--- config.mk ---
export PLATFORM = sky130hd
export DESIGN_NAME = cic_comb_decimator
export DESIGN_NICKNAME = d
export VERILOG_FILES = /design/src/rtl/cic_comb_decimator.sv
export SDC_FILE = /design/constraint.sdc
export NUM_CORES = 1
export LEC_CHECK = 0
export ABC_AREA = 1
export CORE_MARGIN = 1
export CORE_UTILIZATION = 55
export DETAILED_ROUTE_END_ITERATION = 12
export PLACE_DENSITY = 0.86
export SYNTH_ARGS = -nofsm -noshare
export SYNTH_HDL_FRONTEND = slang
export SYNTH_SLANG_ARGS = --single-unit
--- constraint.sdc ---
create_clock -name clk -period 4.1 [get_ports clk]
set_input_delay 0.615 -clock clk [delete_from_list [all_inputs] [get_ports clk]]
set_output_delay 0.615 -clock clk [all_outputs]
set_load 0.03 [all_outputs]
--- src/rtl/cic_comb_decimator.sv ---
// CIC decimator back end: keeps one of every R valid samples and runs it through
// M comb stages with differential delay D. Optional macro COMB_PIPE_EN registers every comb stage.
module cic_comb_decimator #(
  parameter int R    = 4,
  parameter int M    = 1,
  parameter int D    = 1,
  parameter int BITS = 10
) (
  input  logic            clk,
  input  logic            rst,
  input  logic [BITS-1:0] stream_in,
  input  logic            valid,
  output logic [BITS-1:0] stream_out,
  output logic            ready
);

  localparam int PW = (R > 1) ? $clog2(R) : 1;

  logic [PW-1:0]   phase;
  logic            strobe;
  logic [M-1:0]    stage_en;
  logic [BITS-1:0] comb_in  [M];
  logic [BITS-1:0] comb_out [M];
  logic [BITS-1:0] dly      [M][D];

  assign strobe = valid && (phase == '0);

  always_ff @(posedge clk or posedge rst) begin
    if (rst) begin
      phase <= '0;
    end else if (valid) begin
      phase <= (phase == PW'(R - 1)) ? '0 : phase + 1'b1;
    end
  end

  // Each stage's delay line only shifts when that stage's input sample is valid.
  always_ff @(posedge clk or posedge rst) begin
    if (rst) begin
      for (int k = 0; k < M; k++) begin
        for (int d = 0; d < D; d++) begin
          dly[k][d] <= '0;
        end
      end
    end else begin
      for (int k = 0; k < M; k++) begin
        if (stage_en[k]) begin
          dly[k][0] <= comb_in[k];
          for (int d = 1; d < D; d++) begin
            dly[k][d] <= dly[k][d-1];
          end
        end
      end
    end
  end

`ifdef COMB_PIPE_EN

  logic [BITS-1:0] pipe_reg [M];
  logic [M-1:0]    pipe_vld;

  always_comb begin
    for (int k = 0; k < M; k++) begin
      comb_in[k]  = (k == 0) ? stream_in : pipe_reg[(k == 0) ? 0 : k - 1];
      stage_en[k] = (k == 0) ? strobe : pipe_vld[(k == 0) ? 0 : k - 1];
      comb_out[k] = comb_in[k] - dly[k][D-1];
    end
  end

  // Stage registers hold their last result, so stream_out holds between samples.
  always_ff @(posedge clk or posedge rst) begin
    if (rst) begin
      pipe_vld <= '0;
      for (int k = 0; k < M; k++) begin
        pipe_reg[k] <= '0;
      end
    end else begin
      pipe_vld <= stage_en;
      for (int k = 0; k < M; k++) begin
        if (stage_en[k]) begin
          pipe_reg[k] <= comb_out[k];
        end
      end
    end
  end

  assign stream_out = pipe_reg[M-1];
  assign ready      = pipe_vld[M-1];

`else

  always_comb begin
    logic [BITS-1:0] x;
    x = stream_in;
    for (int k = 0; k < M; k++) begin
      stage_en[k] = strobe;
      comb_in[k]  = x;
      comb_out[k] = x - dly[k][D-1];
      x           = comb_out[k];
    end
  end

  always_ff @(posedge clk or posedge rst) begin
    if (rst) begin
      stream_out <= '0;
      ready      <= 1'b0;
    end else begin
      ready <= strobe;
      if (strobe) begin
        stream_out <= comb_out[M-1];
      end
    end
  end

`endif

endmodule
=== Word level (Yosys, flattened, before mapping) ===
Index checks and enable logic that the tools add are counted.

* Register bits: 23
* Output and inout port bits: 11
* Logic and storage cells: 10

* Reduce and logical (&&, ||, !) cells: 2
* Eq/ne operators: 1
* Muxes and demuxes: 1
* Add/subtract/negate cells: 2

{| class="wikitable"
|+ Operators with widths
! cell !! count
|-
| subtractor 10 bit || 1
|-
| adder 2 x 1 -> 2 bit, second input constant || 1
|-
| == test 2 bit, second input constant || 1
|-
| logical NOT 2 bit || 1
|-
| 2-to-1 mux 2 bit || 1
|-
| logical AND 1 bit || 1
|}

=== Logic depth before layout (Yosys ltp) ===
* Depth after elaboration: 2
* Mapped depth: 11

=== Worst setup path before layout ===
OpenSTA, ideal clock, no wires.

* Path kind: input-to-reg
* Start point: input stream_in[0]
* End point: register stream_out[6]
* Path slack: 2.257 ns
* Path buffers: 0
* Cell stages on the path: 10
* Library setup time: 0.123 ns
* Arrival time: 1.720 ns
* Path through: inv_1 > ha_1 > inv_1 > fa_1 > nand2_1 > nand3_1 > nand3_1 > nand2_1 > o21ai_0 > nand2_1

* Word-level cells in the longest chain between the ends: 1

{| class="wikitable"
|+ Ends and longest elaborated chain
! element !! line !! RTL
|-
| start: declaration || 11 || <nowiki>input logic [BITS-1:0] stream_in,</nowiki>
|-
| subtractor 10 bit || 97 || <nowiki>comb_out[k] = x - dly[k][D-1];</nowiki>
|-
| end signal: assignment || 109 || <nowiki>stream_out <= comb_out[M-1];</nowiki>
|-
| end: declaration || 13 || <nowiki>output logic [BITS-1:0] stream_out,</nowiki>
|}

No other way between the ends.
A chain may end at the register's enable or synchronous reset.

=== Worst setup path in the final report ===
Ends and elaborated chain as after synthesis.

==> impl_metrics.tcl <==
set metrics [dict create \
    drc 0 \
    place_hpwl_um 1946 \
    synth.avg_cell_area_um2 7.785 \
    post_cts.repair.setup_buffers 0 \
    finClkSkew_ns 0.003399 \
    layout-drive-gt1-share_pct 5.641 \
    dieArea_um2 2621 \
    final.hold.worst_slack_ns 0.4951 \
    numClockSinks 23 \
    critical-path-max-stage-delay_ns 0.40 \
    required_time_worst_endpoint_ns 4.37 \
    synth.yosys.warnings 0 \
    routabilityCongestion 0.8511 \
    synthesis.area_um2 1331 \
    fin_crit_ns 2.129 \
    io_buffers 23 \
    timing.slew.headroom_pct 40.96 \
    pin_count 24 \
    cts_resized 0 \
    cts-buffers-inserted 3 \
    worst_setup_path_endpoint "stream_out[6]" \
    timing.reg2reg.worst_path_depth 10 \
    slew_violations 0 \
    synth.net_count 196 \
    cells_after_synthesis 171 \
    synth_seq_cells 23 \
    ant_cells 0 \
    drtAntennaViolNets 0 \
    cts.clk_slew.worst_paths_ns 0.13 \
    timing.setup.critical_path_class "primary input to register" \
    status "complete, no violations" \
    sequential_cell_area_fraction_in_the_yosys_report_pct 43.23 \
    final_cells 223 \
    core_region_area_um2 2255 \
    setup_total_negative_slack_ns 0 \
    groute.usage.overall_pct 24.71 \
    route.detailed.wl_per_inst_um 12.07 \
    hold_path.class "register to register" \
    critical_path.reg2reg.startpoint "dly[0]" \
    flow.area_growth_from_synthesis_pct 20.49 \
    overflow 0 \
    worst-path-max-fanout 3 \
    post-place-cells 219 \
    ctsRootBufferMaster "sky130_fd_sc_hd__clkbuf_4" \
    power.density_cell_area_nw_per_um2 762.0 \
    floorplan.rows 17 \
    cts_hold_repair.buffers 0 \
    fmax_mhz 469.6 \
    cts_tree "done" \
    worst_setup_start_kind "primary input" \
    cellLeakagePower_nw 0.8285 \
    design_power_total_w 0.001222 \
    drt-initial-drc-count 29 \
    pin_count_of_the_biggest_net_entering_global_routing 25 \
    critPathLaunch "stream_in[0]" \
    period_share_pct 51.94 \
    cp_slowest_cell "sky130_fd_sc_hd__clkdlybuf4s50_1" \
    unrepaired_setup_endpoints_after_global_routing "false" \
    dieWidth_um 51.20 \
    grt_pass1_wl_um 4740 \
    fin_nets 221 \
    cts.htree.levels 1 \
    setup_viol 0 \
    synth.lib_cells_used.distinct 19 \
    fill_cells 197 \
    clk_path_buf_depth 2 \
    via_per_inst 5.256 \
    setup.worst_path.end_class "register" \
    fp.dieH_um 51.20 \
    critical_path.cell_chain "clkdlybuf4s50_1 -> inv_1 -> ha_1 -> inv_1 -> fa_1 -> nand2_1 -> nand3_1 -> nand3_1 -> nand2_1 -> a21oi_1 -> o21ai_0 -> nand2_1" \
    worstSkewPairLatency_ns 0.32 \
    critPathMostFrequentCell "sky130_fd_sc_hd__nand2_1" \
    via_count 1172 \
    antenna_found_initial 0 \
    count_of_maximum_capacitance_violations 0 \
    finalHoldViolations 0 \
    tightest_slew_ns 0.8846 \
    vdd.ir_drop.worst_mv 0.4952 \
    via_count_of_the_first_global_routing_pass 1130 \
    critical_path.reg2reg.endpoint "stream_out[6]" \
    initial_core_util_pct 59.05 \
    drt_wl_total_um 2691 \
    register_to_register_path_setup_slack_ns 2.36 \
    dr.pass1.iters 4 \
    arrival_ns 2.40 \
]
Yosys cell counts:
master,instances,area [µm²]
sky130_fd_sc_hd__nand2_1,56,210.2
sky130_fd_sc_hd__dfrtp_1,23,575.6
sky130_fd_sc_hd__inv_1,23,86.33
sky130_fd_sc_hd__o21ai_1,15,75.07
sky130_fd_sc_hd__ha_1,11,137.6
sky130_fd_sc_hd__nand3_1,11,55.05
sky130_fd_sc_hd__nor2_1,8,30.03
sky130_fd_sc_hd__a21oi_1,5,25.02
sky130_fd_sc_hd__nand2_2,3,18.77
sky130_fd_sc_hd__o21ai_0,3,15.01
sky130_fd_sc_hd__xor2_1,3,26.28
sky130_fd_sc_hd__buf_4,2,15.01
sky130_fd_sc_hd__inv_2,2,7.510
sky130_fd_sc_hd__a21oi_2,1,8.760
sky130_fd_sc_hd__buf_2,1,5.000
sky130_fd_sc_hd__fa_1,1,20.02
sky130_fd_sc_hd__nand4_1,1,6.260
sky130_fd_sc_hd__nor2_2,1,6.260
sky130_fd_sc_hd__o21a_1,1,7.510
per-layer routing:
layer | up-vias | share of wire (%) | track usage [%]
met3 | 15 | 5.3 | 3.869
met4 | 0 | 3.3 | 10.19
met2 | 47 | 48 | 43.20
li1 | 586 | - | -
met1 | 524 | 44 | 30.08
met5 | - | 0 | 0
layout make-up:
cell class | count | area [µm²] | area share, %
multi-input combinational | 120 | 641.9 | 40.02
sequential | 23 | 575.6 | 35.88
timing repair buffer | 23 | 230.2 | 14.35
inverter | 25 | 93.84 | 5.850
tap | 28 | 35.03 | 2.184
clock buffer | 3 | 22.52 | 1.404
clock inverter | 1 | 5.005 | 0.3120
stage by stage:
stage	utilization (%)	cell area [µm²]	setup WS [ns]
global placement	69.92	1577	1.773
detailed placement	69.92	1577	1.657
CTS	71.14	1604	1.986
finish	71.14	1604	1.971
floorplan	-	1331	2.257
global route	71.14	1604	1.758
state kept, by name (all words and copies together), names as in the netlist:
register / flops
ready: 1
dly: 10
stream_out: 10
phase: 2
layout by cell type, fill, tap and decap left out, types with 2 or more instances in the layout:
master,n
sky130_fd_sc_hd__xor2_1,3
sky130_fd_sc_hd__a21oi_1,5
sky130_fd_sc_hd__dfrtp_1,23
sky130_fd_sc_hd__nand3_1,11
sky130_fd_sc_hd__clkdlybuf4s50_1,23
sky130_fd_sc_hd__inv_1,23
sky130_fd_sc_hd__clkbuf_4,3
sky130_fd_sc_hd__o21ai_0,3
sky130_fd_sc_hd__nor2_1,8
sky130_fd_sc_hd__ha_1,11
sky130_fd_sc_hd__nand2_2,3
sky130_fd_sc_hd__nand2_1,56
sky130_fd_sc_hd__inv_2,2
sky130_fd_sc_hd__o21ai_1,15
logic make-up (layout without fill, tap and decap cells):
group | count (synthesis) | after routing | share of synthesized area (%)
simple gates | 80 | 80 | 24.53
buf+inv | 28 | 52 | 8.552
compound gates | 25 | 25 | 9.868
flops | 23 | 23 | 43.23
fa+ha+maj | 12 | 12 | 11.84
xor+xnor | 3 | 3 | 1.974
worst min path at each step:
stage,startpoint,endpoint,cells past startpoint
CTS,stream_out[9],stream_out[9],2
finish,stream_out[1],stream_out[1],2
global route,stream_out[1],stream_out[1],2
floorplan,dly[0],dly[0],2
detailed placement,stream_out[9],stream_out[9],2
global placement,stream_out[1],stream_out[1],2
critical path, delay by kind of cell:
| family | cells | cell delay [ns] |
|---|---|---|
| buffers and inverters | 3 | 0.54 |
| adder cells (fa/ha/maj) | 2 | 0.54 |
| AND/OR/NAND/NOR | 5 | 0.47 |
| AO/OA/AOI/OAI | 2 | 0.23 |
power breakdown:
part           total [W]  switching, W  internal, W
registers       0.000378     0.0000452     0.000332
clock network   0.000109     0.0000724    0.0000366
logic           0.000736      0.000455     0.000281
No activity file was read; power rests on OpenSTA's default activity.
